[src/rtl/uart_rx_fifo_if.sv]
`default_nettype none
// ============================================================================
// Module   : uart_rx_fifo_if
// Brief    : CPU/PIO-side signal bundle of the UART receiver with word FIFO.
//            master = CPU/line side, slave = receiver.
// Revision : 1.0 - initial release
// ============================================================================
interface uart_rx_fifo_if #(
  parameter int DATA_W  = 8,
  parameter int FIFO_AW = 2
);
  logic              rx_serial;
  logic [2:0]        rx_options;
  logic              rx_read;
  logic              overrun_clr;
  logic [DATA_W-1:0] rx_data;
  logic              rx_valid;
  logic              rx_parity_err;
  logic              rx_frame_err;
  logic              rx_overrun;
  logic [FIFO_AW:0]  rx_count;

  modport master (
    output rx_serial, rx_options, rx_read, overrun_clr,
    input  rx_data, rx_valid, rx_parity_err, rx_frame_err, rx_overrun, rx_count
  );

  modport slave (
    input  rx_serial, rx_options, rx_read, overrun_clr,
    output rx_data, rx_valid, rx_parity_err, rx_frame_err, rx_overrun, rx_count
  );
endinterface
`default_nettype wire

[src/rtl/uart_rx_fifo.sv]
`default_nettype none
// ============================================================================
// Module   : uart_rx_fifo
// Brief    : 16x-oversampling UART receiver (5..9 data bits, optional
//            even/odd parity, one or two stop bits) feeding a first-word
//            fall-through FIFO of {frame_err, parity_err, data} words.
// Revision : 1.0 - initial release
// ============================================================================
module uart_rx_fifo #(
  parameter int DATA_W   = 8,
  parameter int BAUD_DIV = 325,
  parameter int FIFO_AW  = 2
) (
  input  logic           clk_clk,
  input  logic           reset_reset_n,
  uart_rx_fifo_if.slave  bus
);

  localparam int               c_DEPTH    = 2 ** FIFO_AW;
  localparam int               c_BAUD_W   = (BAUD_DIV > 1) ? $clog2(BAUD_DIV) : 1;
  localparam int               c_BIT_W    = $clog2(DATA_W);
  localparam int               c_WORD_W   = DATA_W + 2;
  localparam logic [FIFO_AW:0] c_FULL_CNT = (FIFO_AW + 1)'(c_DEPTH);

  typedef enum logic [2:0] {
    S_IDLE   = 3'd0,
    S_START  = 3'd1,
    S_DATA   = 3'd2,
    S_PARITY = 3'd3,
    S_STOP   = 3'd4
  } state_t;

  // --------------------------------------------------------------------------
  // Reset: asserts asynchronously, releases on a clock edge
  // --------------------------------------------------------------------------
  logic [1:0] r_rst_sync;
  logic       w_rst_n;

  // Two-stage release synchroniser for the external reset
  always_ff @(posedge clk_clk or negedge reset_reset_n) begin
    if (!reset_reset_n) r_rst_sync <= 2'b00;
    else                r_rst_sync <= {r_rst_sync[0], 1'b1};
  end
  assign w_rst_n = r_rst_sync[1];

  // --------------------------------------------------------------------------
  // Line synchroniser, edge detect and oversample tick
  // --------------------------------------------------------------------------
  logic [1:0]          r_sync;
  logic                r_line_d;
  logic                w_line;
  logic                w_fall;
  logic [c_BAUD_W-1:0] r_baud_cnt;
  logic                w_tick;

  // Bring the asynchronous line into the clock domain; remember previous level
  always_ff @(posedge clk_clk or negedge w_rst_n) begin
    if (!w_rst_n) begin
      r_sync   <= 2'b11;
      r_line_d <= 1'b1;
    end else begin
      r_sync   <= {r_sync[0], bus.rx_serial};
      r_line_d <= r_sync[1];
    end
  end
  assign w_line = r_sync[1];
  assign w_fall = r_line_d & ~w_line;

  // Free-running divider producing one 16x oversample tick per BAUD_DIV clocks
  always_ff @(posedge clk_clk or negedge w_rst_n) begin
    if (!w_rst_n)    r_baud_cnt <= '0;
    else if (w_tick) r_baud_cnt <= '0;
    else             r_baud_cnt <= r_baud_cnt + 1'b1;
  end
  assign w_tick = (r_baud_cnt == c_BAUD_W'(BAUD_DIV - 1));

  // --------------------------------------------------------------------------
  // Frame FSM
  // --------------------------------------------------------------------------
  state_t              r_state;
  state_t              w_state_next;
  logic [3:0]          r_samp_cnt;
  logic [c_BIT_W-1:0]  r_bit_cnt;
  logic [DATA_W-1:0]   r_shift;
  logic [2:0]          r_opt;
  logic                r_par_err;
  logic                r_frame_err;
  logic                r_stop2;
  logic                w_mid;
  logic                w_start_chk;
  logic                w_last_bit;
  logic                w_push;
  logic [c_WORD_W-1:0] w_push_word;

  assign w_mid       = w_tick && (r_samp_cnt == 4'd15);
  assign w_start_chk = w_tick && (r_samp_cnt == 4'd7);
  assign w_last_bit  = (r_bit_cnt == c_BIT_W'(DATA_W - 1));
  // The stop sample taken in the push cycle is folded in directly
  assign w_push_word = {r_frame_err | ~w_line, r_par_err, r_shift};

  // State register
  always_ff @(posedge clk_clk or negedge w_rst_n) begin
    if (!w_rst_n) r_state <= S_IDLE;
    else          r_state <= w_state_next;
  end

  // Next-state and push strobe
  always_comb begin
    w_state_next = r_state;
    w_push       = 1'b0;
    case (r_state)
      S_IDLE:   if (w_fall) w_state_next = S_START;
      S_START:  if (w_start_chk) w_state_next = w_line ? S_IDLE : S_DATA;
      S_DATA:   if (w_mid && w_last_bit) w_state_next = r_opt[0] ? S_PARITY : S_STOP;
      S_PARITY: if (w_mid) w_state_next = S_STOP;
      S_STOP: begin
        // Leave at mid-stop so a following start edge is not missed
        if (w_mid && (!r_opt[2] || r_stop2)) begin
          w_push       = 1'b1;
          w_state_next = S_IDLE;
        end
      end
      default:  w_state_next = S_IDLE;
    endcase
  end

  // Sample counter, shift register, option latch and per-frame error bits
  always_ff @(posedge clk_clk or negedge w_rst_n) begin
    if (!w_rst_n) begin
      r_samp_cnt  <= '0;
      r_bit_cnt   <= '0;
      r_shift     <= '0;
      r_opt       <= '0;
      r_par_err   <= 1'b0;
      r_frame_err <= 1'b0;
      r_stop2     <= 1'b0;
    end else begin
      case (r_state)
        S_IDLE: begin
          r_samp_cnt  <= '0;
          r_bit_cnt   <= '0;
          r_par_err   <= 1'b0;
          r_frame_err <= 1'b0;
          r_stop2     <= 1'b0;
          if (w_fall) r_opt <= bus.rx_options;
        end
        S_START: begin
          // Restart at mid-start so every later 16-tick wrap lands mid-bit
          if (w_tick) r_samp_cnt <= w_start_chk ? 4'd0 : r_samp_cnt + 4'd1;
        end
        default: begin
          if (w_tick) r_samp_cnt <= r_samp_cnt + 4'd1;
          if (w_mid) begin
            if (r_state == S_DATA) begin
              r_shift   <= {w_line, r_shift[DATA_W-1:1]};
              r_bit_cnt <= r_bit_cnt + 1'b1;
            end
            if (r_state == S_PARITY)
              r_par_err <= (((^r_shift) ^ w_line) != r_opt[1]);
            if (r_state == S_STOP) begin
              r_frame_err <= r_frame_err | ~w_line;
              r_stop2     <= 1'b1;
            end
          end
        end
      endcase
    end
  end

  // --------------------------------------------------------------------------
  // Word FIFO (first-word fall-through)
  // --------------------------------------------------------------------------
  logic [c_WORD_W-1:0] r_mem [0:c_DEPTH-1];
  logic [FIFO_AW:0]    r_wr_ptr;
  logic [FIFO_AW:0]    r_rd_ptr;
  logic [FIFO_AW:0]    w_count;
  logic                w_empty;
  logic                w_full;
  logic                w_pop;
  logic                w_wr;
  logic                r_overrun;
  logic [c_WORD_W-1:0] w_head;

  assign w_count = r_wr_ptr - r_rd_ptr;
  assign w_empty = (w_count == '0);
  assign w_full  = (w_count == c_FULL_CNT);
  assign w_pop   = bus.rx_read & ~w_empty;
  // A pop in the same cycle frees the slot for a push into a full FIFO
  assign w_wr    = w_push & (~w_full | w_pop);

  // Storage array; contents are only observed while the FIFO is non-empty
  always_ff @(posedge clk_clk) begin
    if (w_wr) r_mem[r_wr_ptr[FIFO_AW-1:0]] <= w_push_word;
  end

  // Read/write pointers with an extra wrap bit
  always_ff @(posedge clk_clk or negedge w_rst_n) begin
    if (!w_rst_n) begin
      r_wr_ptr <= '0;
      r_rd_ptr <= '0;
    end else begin
      if (w_wr)  r_wr_ptr <= r_wr_ptr + 1'b1;
      if (w_pop) r_rd_ptr <= r_rd_ptr + 1'b1;
    end
  end

  // Sticky overrun; a new drop takes priority over a clear
  always_ff @(posedge clk_clk or negedge w_rst_n) begin
    if (!w_rst_n)                         r_overrun <= 1'b0;
    else if (w_push & w_full & ~w_pop)    r_overrun <= 1'b1;
    else if (bus.overrun_clr)             r_overrun <= 1'b0;
  end

  // Head word is forced to zero when empty so the outputs read 0 after reset
  assign w_head            = w_empty ? '0 : r_mem[r_rd_ptr[FIFO_AW-1:0]];
  assign bus.rx_data       = w_head[DATA_W-1:0];
  assign bus.rx_parity_err = w_head[DATA_W];
  assign bus.rx_frame_err  = w_head[DATA_W+1];
  assign bus.rx_valid      = ~w_empty;
  assign bus.rx_overrun    = r_overrun;
  assign bus.rx_count      = w_count;

endmodule
`default_nettype wire
[src/flat_wrapper.sv]
// flat-port wrapper written by rule: the top's interface ports become plain ports
module uart_rx_fifo_flat 
#(
  parameter int DATA_W   = 8,
  parameter int BAUD_DIV = 325,
  parameter int FIFO_AW  = 2
)
  (clk_clk, reset_reset_n, bus_rx_serial, bus_rx_options, bus_rx_read, bus_overrun_clr, bus_rx_data, bus_rx_valid, bus_rx_parity_err, bus_rx_frame_err, bus_rx_overrun, bus_rx_count);
  uart_rx_fifo_if #(.DATA_W(DATA_W), .FIFO_AW(FIFO_AW)) bus_i ();
  input  logic clk_clk;
  input  logic reset_reset_n;
  input wire logic [$bits(bus_i.rx_serial)-1:0] bus_rx_serial;
  input wire logic [$bits(bus_i.rx_options)-1:0] bus_rx_options;
  input wire logic [$bits(bus_i.rx_read)-1:0] bus_rx_read;
  input wire logic [$bits(bus_i.overrun_clr)-1:0] bus_overrun_clr;
  output wire logic [$bits(bus_i.rx_data)-1:0] bus_rx_data;
  output wire logic [$bits(bus_i.rx_valid)-1:0] bus_rx_valid;
  output wire logic [$bits(bus_i.rx_parity_err)-1:0] bus_rx_parity_err;
  output wire logic [$bits(bus_i.rx_frame_err)-1:0] bus_rx_frame_err;
  output wire logic [$bits(bus_i.rx_overrun)-1:0] bus_rx_overrun;
  output wire logic [$bits(bus_i.rx_count)-1:0] bus_rx_count;
  assign bus_i.rx_serial = bus_rx_serial;
  assign bus_i.rx_options = bus_rx_options;
  assign bus_i.rx_read = bus_rx_read;
  assign bus_i.overrun_clr = bus_overrun_clr;
  assign bus_rx_data = bus_i.rx_data;
  assign bus_rx_valid = bus_i.rx_valid;
  assign bus_rx_parity_err = bus_i.rx_parity_err;
  assign bus_rx_frame_err = bus_i.rx_frame_err;
  assign bus_rx_overrun = bus_i.rx_overrun;
  assign bus_rx_count = bus_i.rx_count;
  uart_rx_fifo #(.DATA_W(DATA_W), .BAUD_DIV(BAUD_DIV), .FIFO_AW(FIFO_AW)) u_core (.clk_clk(clk_clk), .reset_reset_n(reset_reset_n), .bus(bus_i));
endmodule
[config.mk]
export PLATFORM = sky130hd
export DESIGN_NAME = uart_rx_fifo_flat
export DESIGN_NICKNAME = d
export VERILOG_FILES = /design/src/rtl/uart_rx_fifo_if.sv /design/src/rtl/uart_rx_fifo.sv /design/src/flat_wrapper.sv
export SDC_FILE = /design/constraint.sdc
export NUM_CORES = 1
export LEC_CHECK = 0
export CELL_PAD_IN_SITES_DETAIL_PLACEMENT = 0
export CELL_PAD_IN_SITES_GLOBAL_PLACEMENT = 2
export CORE_MARGIN = 3
export CORE_UTILIZATION = 42
export CTS_CLUSTER_DIAMETER = 40
export DETAILED_ROUTE_END_ITERATION = 10
export GPL_TIMING_DRIVEN = 0
export PLACE_DENSITY = 0.78
export SLEW_MARGIN = 20
export SYNTH_ARGS = -nofsm -noshare
export SYNTH_HDL_FRONTEND = slang
export SYNTH_SLANG_ARGS = --single-unit
[constraint.sdc]
create_clock -name clk_clk -period 2.47 [get_ports clk_clk]
set_input_delay 0.3705 -clock clk_clk [delete_from_list [all_inputs] [get_ports clk_clk]]
set_output_delay 0.3705 -clock clk_clk [all_outputs]
set_load 0.1 [all_outputs]
Word-level counts from Yosys, hierarchy flattened. Memories as Yosys holds them, arrays and structs flattened. Index checks and enable logic that the tools add are counted.

Memories: 1. Flip-flop bits (word level): 45. Memory bits (writable): 40. Logic and storage cells: 107. Input bits: 8. Output and inout bits: 15.

Memories: u_core.r_mem (words 4, bits a word 10, rd ports 1, clocked after memory_dff 0, write ports 1, RTL line uart_rx_fifo.sv:173) `logic [c_WORD_W-1:0] r_mem [0:c_DEPTH-1];`.

Reductions and logical operators: 23. Equality and inequality tests: 16. Mux-type cells: 32. $add $sub $neg: 6. Bitwise logic cells: 14.

Operators by type and width (number): 3-bit two-way mux (8); 3-bit one-hot mux with 5 select lines (1); 1-bit two-way mux (12); 4-bit two-way mux (3); 2-bit by 1-bit inequality test with 1-bit output, second input constant (6); 3-bit AND reduction (4); 2-bit nonzero test (6); 10-bit two-way mux (1); 3-bit by 1-bit adder with 3-bit output, second input constant (3); 9-bit by 1-bit adder with 9-bit output, second input constant (1); 3-bit == test, second input constant (3); 9-bit == test, second input constant (1); 9-bit two-way mux (1); 4-bit one-hot mux with 2 select lines (1); 8-bit parity (1); 3-bit by 2-bit == test with 1-bit output, second input constant (2); 3-bit logical NOT (2); 1-bit inverter (6); 1-bit one-hot mux with 2 select lines (3); 3-bit one-hot mux with 2 select lines (1); 1-bit AND (5); 5-bit AND reduction (1); 4-bit by 1-bit adder with 4-bit output, second input constant (1); 4-bit by 3-bit == test with 1-bit output, second input constant (1); other kinds (12) (17).

Longest topological paths before layout. Gate-level depths: netlist of run 1.

Word-level depth: 8. Mapped depth: 8. Depth with buffers taken out: 7.

Worst setup path after synthesis of run 1. Ideal clock, no wire load.

Path kind: flip-flop to output port. Start: register u_core.r_wr_ptr[0]. End: output bus_rx_data[0]. Slack: -1092 ps. Cell stages (with the launch flop): 8. Buffers on the path: 1. Data arrival time: 3192 ps. Cell sequence: dfrtp_1 > inv_1 > ha_1 > fa_1 > xnor3_1 > nand3_1 > clkbuf_1 > and2_1.

Word-level cells in the longest chain between the ends: 3.

Ends and longest elaborated chain: start, declared (RTL line uart_rx_fifo.sv:174) `logic [FIFO_AW:0] r_wr_ptr;`; start signal, assigned (RTL line uart_rx_fifo.sv:202) `if (w_wr) r_wr_ptr <= r_wr_ptr + 1'b1;`; 3-bit subtractor (RTL line uart_rx_fifo.sv:184) `assign w_count = r_wr_ptr - r_rd_ptr;`; 3-bit logical NOT (RTL line uart_rx_fifo.sv:185) `assign w_empty = (w_count == '0);`; 10-bit two-way mux (RTL line uart_rx_fifo.sv:215) `assign w_head = w_empty ? '0 : r_mem[r_rd_ptr[FIFO_AW-1:0]];`; end, declared (RTL line flat_wrapper.sv:16) `output wire logic [$bits(bus_i.rx_data)-1:0] bus_rx_data;`.

No other way between the ends.

Worst setup path after layout of run 1.
Start: register u_core.r_rd_ptr[0]. End: output bus_rx_data[2].

Word-level cells in the longest chain between the ends: 3. Elaborated cells on any way between the ends: 4. Classes of those cells: add/sub: 1; mux: 1; reduce/logical: 1; memory: 1.

Ends and longest elaborated chain: start, declared (RTL line uart_rx_fifo.sv:175) `logic [FIFO_AW:0] r_rd_ptr;`; start signal, assigned (RTL line uart_rx_fifo.sv:203) `if (w_pop) r_rd_ptr <= r_rd_ptr + 1'b1;`; 3-bit subtractor (RTL line uart_rx_fifo.sv:184); 3-bit logical NOT (RTL line uart_rx_fifo.sv:185); 10-bit two-way mux (*) (RTL line uart_rx_fifo.sv:215).

Every way passes the cells marked *; elsewhere a longest branch is shown, timed or not.

==> results.yml, run 1 <==
yosys:
  syn_area_mm2: 0.003809
  synth-compound-area-share_pct: 3.942
  synth_fa_ha_area_share_pct: 4.139
  synth_mux_area_share_pct: 10.68
  seq_area_frac_synth_pct: 61.20
  yosysUniqueCellTypes: 50
  synth-warning-count: 0
  synth_simple_gate_area_share_pct: 11.99
  synth_fp_nets: 286
  syn_inst: 266
  syn_area_per_cell_um2: 14.32
  synth_edf_count: 40
  async_flop_share_pct: 52.94
  synthFlopType: "dfrtp_1"
  synth_top_family_by_area: "simple AND/OR/NAND/NOR gates"
  synth-xor-area-share_pct: 5.552
  synth_seq_cells: 85
sta:
  finalCritPeriodShare_pct: 101.1
  holdWs_ns: 0.1708
  final-hold-violation-count: 0
  fin_skew_ns: 0.009774
  finalMaxSlewViolations: 0
  max_freq_mhz: 400.4
  setup_viol: 17
  fin_crit_ns: 2.497
  layout_setup_ws_ns: -0.02725
  tightest_slew_ns: 0.9609
  relSlewSlack_pct: 35.74
  rsz0062_at_grt: "yes"
setup_path:
  cp.buffers_inverters: 2
  crit_path_max_incr_delay_ns: 0.42
  worstPathCellList: "ha_4, fa_2, xnor3_2, nand3_4, buf_8, and2_4, buf_12"
  required_ns: 2.10
  r2r_end: "u_core.r_mem[3][6]"
  setup.worst_path.class: "reg2out"
  critical_path.top_delay_family: "adder cells"
  worstRegToRegCells: 8
  rrSetupSlack_ns: -0.02
  cp-end-kind: "output port"
  critPathArrivalTime_ns: 2.13
  start_kind: "flop"
  cp_slowest_cell: "dfrtp_1"
  r2r-start: "u_core.r_rd_ptr[0]"
  crit_path_max_fanout: 5
clock_network:
  clkTransAtPathRegs_ns: 0.09
  tritoncts: "built"
  cts_root_buf: "clkbuf_8"
  clock_path_buffers: 2
  hold_buffers: 0
  clk_latency_ns: 0.35
  clock-sinks: 85
  cts_buffers: 9
  htreeDepth: 3
finish:
  area_delta_synth_final_pct: 22.44
  final_common_cell: "dfrtp_1"
  utilization_pct: 53.21
  layout-drive-gt1-share_pct: 30.60
  n_antenna_cell: 0
  final_cell_mix: "dfrtp_1, edfxtp_1, xnor2_1, and2_4, nor2_1"
  final_area_mm2: 0.004663
  nNetsFinal: 332
detailed_routing:
  drtAntennaViolNets: 0
  routed_wl_um: 6952
  wire_per_inst_um: 16.36
  post-route-drc-count: 0
  drt_first_iter_violations: 52
  vias_per_cell: 5.056
  first_pass_iters: 4
  num_vias: 2149
grt:
  grt_pass1_wl_um: 11360
  grt_max_degree: 28
  antenna_found_initial: 0
  overflow: 0
  grt_pass1_vias: 2221
  grt_usage_pct: 14.71
floorplanning:
  die_area_mm2: 0.01025
  row_count: 34
  core_mm2: 0.008763
  initial_core_util_pct: 43.46
  die_h_um: 101.2
  ioPinCount: 23
  fp.dieW_um: 101.2
placed_design:
  portBuffers: 22
  gp_congestion: 0.8003
  place_area_mm2: 0.004217
  dpl.hpwl_um: 4459
worst_hold_path:
  min_path_type: "in2async"
status:
  violations: "negative setup slack"
  outcome: "finished with violations"
power:
  power_density_mw_per_mm2: 873.0
  irDropWorstVdd_v: 0.0003931
  power_leakage_nw: 1.957
  power.total_mw: 4.071
flow_run:
  drv_cap: 0
[cells in the mapped netlist (3+ instances only)]
master / instances / area share, %
mux4_2: 10 / 5.9
dfrtp_1: 42 / 28
and2_1: 13 / 2.1
and3_1: 4 / 0.66
xnor2_1: 15 / 3.4
nand3_1: 8 / 1.1
edfxtp_1: 40 / 32
ha_1: 11 / 3.6
a21oi_1: 4 / 0.53
xor2_1: 4 / 0.92
nand2_1: 9 / 0.89
o21ai_0: 4 / 0.53
mux2_2: 13 / 3.8
clkbuf_1: 6 / 0.59
and2_2: 3 / 0.59
dfstp_2: 3 / 2.1
inv_1: 13 / 1.3
nor2_1: 14 / 1.4
buf_2: 4 / 0.53
[final cells by class]
| class | instances | area [µm²] |
|---|---|---|
| fill | 758 | 4100 |
| sequential | 85 | 2332 |
| multi-input combinational | 161 | 1468 |
| timing repair buffer | 33 | 435.4 |
| tap | 108 | 135.1 |
| clock buffer | 10 | 127.6 |
| clock inverter | 6 | 63.81 |
| inverter | 13 | 52.55 |
| buffer | 9 | 48.80 |
[per-layer routing]
metal | wire length, µm | vias up | track usage [%]
li1 | - | 1053 | -
met5 | 0 | - | 0
met2 | 3562 | 29 | 24.55
met1 | 3145 | 1059 | 18.52
met3 | 149 | 8 | 2.893
met4 | 93 | 0 | 6.748
[worst register-to-register path, stage by stage (launching register included)]
cell	delay [ns]
dfrtp_1	0.42
ha_4	0.17
fa_2	0.32
xnor3_2	0.26
buf_4	0.15
or4_4	0.44
nand4_1	0.17
clkinvlp_4	0.16
buf_12	0.16
[logic make-up (layout without fill, tap and decap cells)]
logic type	count (synthesis)	count (layout)
DFF	85	85
adders and majority gates	12	12
muxes	26	26
other	1	1
buffers and inverters	23	71
and+or+nand+nor	76	79
AOI/OAI and AO/OA	22	22
xor gates and xnor gates	21	21
[power breakdown]
part / internal [mW] / total, mW / switching (mW)
Clock: 0.468 / 0.970 / 0.502
Combinational: 0.566 / 1.49 / 0.922
Sequential: 1.55 / 1.61 / 0.0603
Total: 2.59 / 4.07 / 1.48
[per-stage QoR]
| step | cells | setup TNS (ns) | setup slack [ns] |
|---|---|---|---|
| after floorplan | 266 | -13.14 | -0.3516 |
| after global placement | 396 | -11.23 | -0.8217 |
| after detailed placement | 397 | -13.02 | -0.8588 |
| after CTS | 422 | -0.6617 | -0.08422 |
| after global routing | 425 | -2.270 | -0.1261 |
| final | 425 | -0.3123 | -0.02725 |
[what timing repair did]
action	CTS	global route
cloned	1	3
gates resized for setup	115	14
pin swaps	3	4
buffers inserted	9	0
endpoints found under the setup margin	54	52
[registers in the layout, indices dropped and copies added, names as in the netlist]
| register | count |
|---|---|
| u_core.r_rst_sync | 2 |
| u_core.r_line_d | 1 |
| u_core.r_bit_cnt | 3 |
| u_core.r_samp_cnt | 4 |
| u_core.r_stop2 | 1 |
| u_core.r_mem | 40 |
| u_core.r_opt | 3 |
| u_core.r_sync | 2 |
| u_core.r_frame_err | 1 |
| u_core.r_rd_ptr | 3 |
| u_core.r_baud_cnt | 9 |
| u_core.bus.rx_overrun | 1 |
| u_core.r_par_err | 1 |
| u_core.r_state | 3 |
| u_core.r_wr_ptr | 3 |
| u_core.r_shift | 8 |
[worst max path at each step]
stage / startpoint / endpoint / cells past startpoint / slack [ns]
floorplan: u_core.r_wr_ptr[0] / u_core.r_mem[0][0] / 7 / -0.35
global placement: u_core.r_wr_ptr[0] / bus_rx_data[7] / 8 / -0.82
detailed placement: u_core.r_wr_ptr[0] / bus_rx_data[6] / 8 / -0.86
CTS: u_core.r_wr_ptr[0] / bus_rx_data[2] / 8 / -0.08
global route: u_core.r_wr_ptr[0] / bus_rx_data[3] / 8 / -0.13
finish: u_core.r_rd_ptr[0] / bus_rx_data[2] / 7 / -0.03
No activity file was read; power rests on OpenSTA's default activity.
==> run 2: changes to the inputs <==
PLACE_DENSITY = default   (was 0.78)
PLACE_DENSITY_LB_ADDON = 0.1   (was default)
==> results.yml, run 2 (synthesized netlist as in run 1, its figures left out) <==
finish:
  regArea_mm2: 0.002332
  final_cell_mix: "dfrtp_1, edfxtp_1, xnor2_1"
  layout-drive-gt1-share_pct: 30.79
  fillers: 750
  multi_input_area_mm2: 0.001459
  nNetsFinal: 330
  largest_reg_flops: 40
  utilization_pct: 53.14
  final_common_cell: "dfrtp_1"
  final_area_mm2: 0.004657
  area_delta_synth_final_pct: 22.27
  n_antenna_cell: 0
  fin_cells: 423
setup_path:
  cp_num_cells: 8
  cp.buffers_inverters: 3
  worstSetupEndpoint: "bus_rx_data[0]"
  r2r-start: "u_core.r_wr_ptr[0]"
  critical_path.top_delay_family: "adder cells"
  crit_path_max_fanout: 5
  worstRegToRegCells: 9
  critPathArrivalTime_ns: 2.11
  start_kind: "flop"
  crit_path_max_incr_delay_ns: 0.37
  setup.worst_path.class: "reg2out"
  worstPathCellList: "inv_2, ha_4, fa_2, xnor3_2, nand3_4, buf_8, and2_4, buf_12"
  r2r_end: "u_core.r_mem[3][0]"
  cp_slowest_cell: "dfrtp_1"
  crit_start: "u_core.r_wr_ptr[0]"
  required_ns: 2.10
  rrSetupSlack_ns: 0.03
  cp-end-kind: "output port"
floorplanning:
  ioPinCount: 23
  initial_core_util_pct: 43.46
  die_h_um: 101.2
  fp.dieW_um: 101.2
  row_count: 34
  core_mm2: 0.008763
  die_area_mm2: 0.01025
grt:
  antenna_found_initial: 0
  overflow: 0
  grt_pass1_wl_um: 11340
  grt_pass1_vias: 2187
  grt_usage_pct: 14.50
  grt_max_degree: 31
status:
  outcome: "finished with violations"
  violations: "negative setup slack"
detailed_routing:
  first_pass_iters: 4
  drt_first_iter_violations: 63
  vias_per_cell: 5.144
  routed_wl_um: 6944
  wire_per_inst_um: 16.42
  post-route-drc-count: 0
  num_vias: 2176
  drtAntennaViolNets: 0
clock_network:
  cts_buffers: 9
  clock_path_buffers: 2
  clkTransAtPathRegs_ns: 0.10
  clk_latency_ns: 0.35
  tritoncts: "built"
  htreeDepth: 3
  clock-sinks: 85
  cts_root_buf: "clkbuf_8"
sta:
  finalCritPeriodShare_pct: 100.2
  fin_skew_ns: 0.01139
  max_freq_mhz: 403.9
  holdWs_ns: 0.1662
  final-hold-violation-count: 0
  relSlewSlack_pct: 35.73
  finalMaxSlewViolations: 0
  layout_setup_ws_ns: -0.005725
  setup_viol: 6
  fin_crit_ns: 2.476
  tightest_slew_ns: 0.9610
  rsz0062_at_grt: "yes"
worst_hold_path:
  min_path_type: "in2async"
power:
  irDropWorstVdd_v: 0.0004170
  power_density_mw_per_mm2: 863.7
  power_leakage_nw: 1.954
flow_run:
  drv_cap: 0
placed_design:
  dpl.hpwl_um: 4555
  place_area_mm2: 0.004217
  gp_congestion: 0.7915
  place_inst: 397
  portBuffers: 22
[run 2: how the worst min path moves through the flow]
stage,startpoint,end,slack [ns]
floorplan,reset_reset_n,u_core.r_rst_sync[0],0.07
global placement,u_core.r_rst_sync[0],u_core.r_rst_sync[1],0.34
detailed placement,u_core.r_rst_sync[1],u_core.r_baud_cnt[3],0.18
CTS,reset_reset_n,u_core.r_rst_sync[1],0.15
global route,reset_reset_n,u_core.r_rst_sync[1],0.14
finish,reset_reset_n,u_core.r_rst_sync[1],0.17
[run 2: per-layer routing]
metal  GRT usage [%]  vias to the layer above  routed length [µm]
met5               0                        -                   0
met4           4.601                        0                  53
met3           3.099                        7                 179
met2           23.39                       27                3634
met1           19.75                     1088                3077
li1                -                     1054                   -
[run 2: power breakdown]
group	switching (mW)	internal (mW)	leakage (nW)	total [mW]
Clock	0.569	0.402	0.103	0.971
Combinational	0.904	0.537	0.817	1.44
Sequential	0.0577	1.55	1.03	1.61
Total	1.53	2.49	1.95	4.02
[run 2: metrics by stage]
stage / total power [mW] / worst slack [ns] / TNS (ns)
finish: 4.022 / -0.005725 / -0.02510
detailed placement: 2.978 / -0.8437 / -11.28
global route: 4.248 / -0.1200 / -1.680
CTS: 3.990 / -0.1264 / -1.183
floorplan: 2.684 / -0.3516 / -13.14
global placement: 2.977 / -0.8306 / -11.02
[run 2: area by class of cell]
| type | count | share of cell area (%) |
|---|---|---|
| Sequential cell | 85 | 50.08 |
| Clock inverter | 7 | 1.639 |
| Multi-Input combinational cell | 160 | 31.33 |
| Buffer | 9 | 1.048 |
| Inverter | 13 | 1.128 |
| Timing Repair Buffer | 32 | 9.215 |
| Clock buffer | 9 | 2.660 |
| Tap cell | 108 | 2.902 |
[run 2: repair_timing]
action	in CTS	in global routing
pin swaps	7	7
buffers inserted	3	5
endpoints found under the setup margin	54	51
gates resized for setup	111	15
gates cloned	1	2
hold buffers	0	0
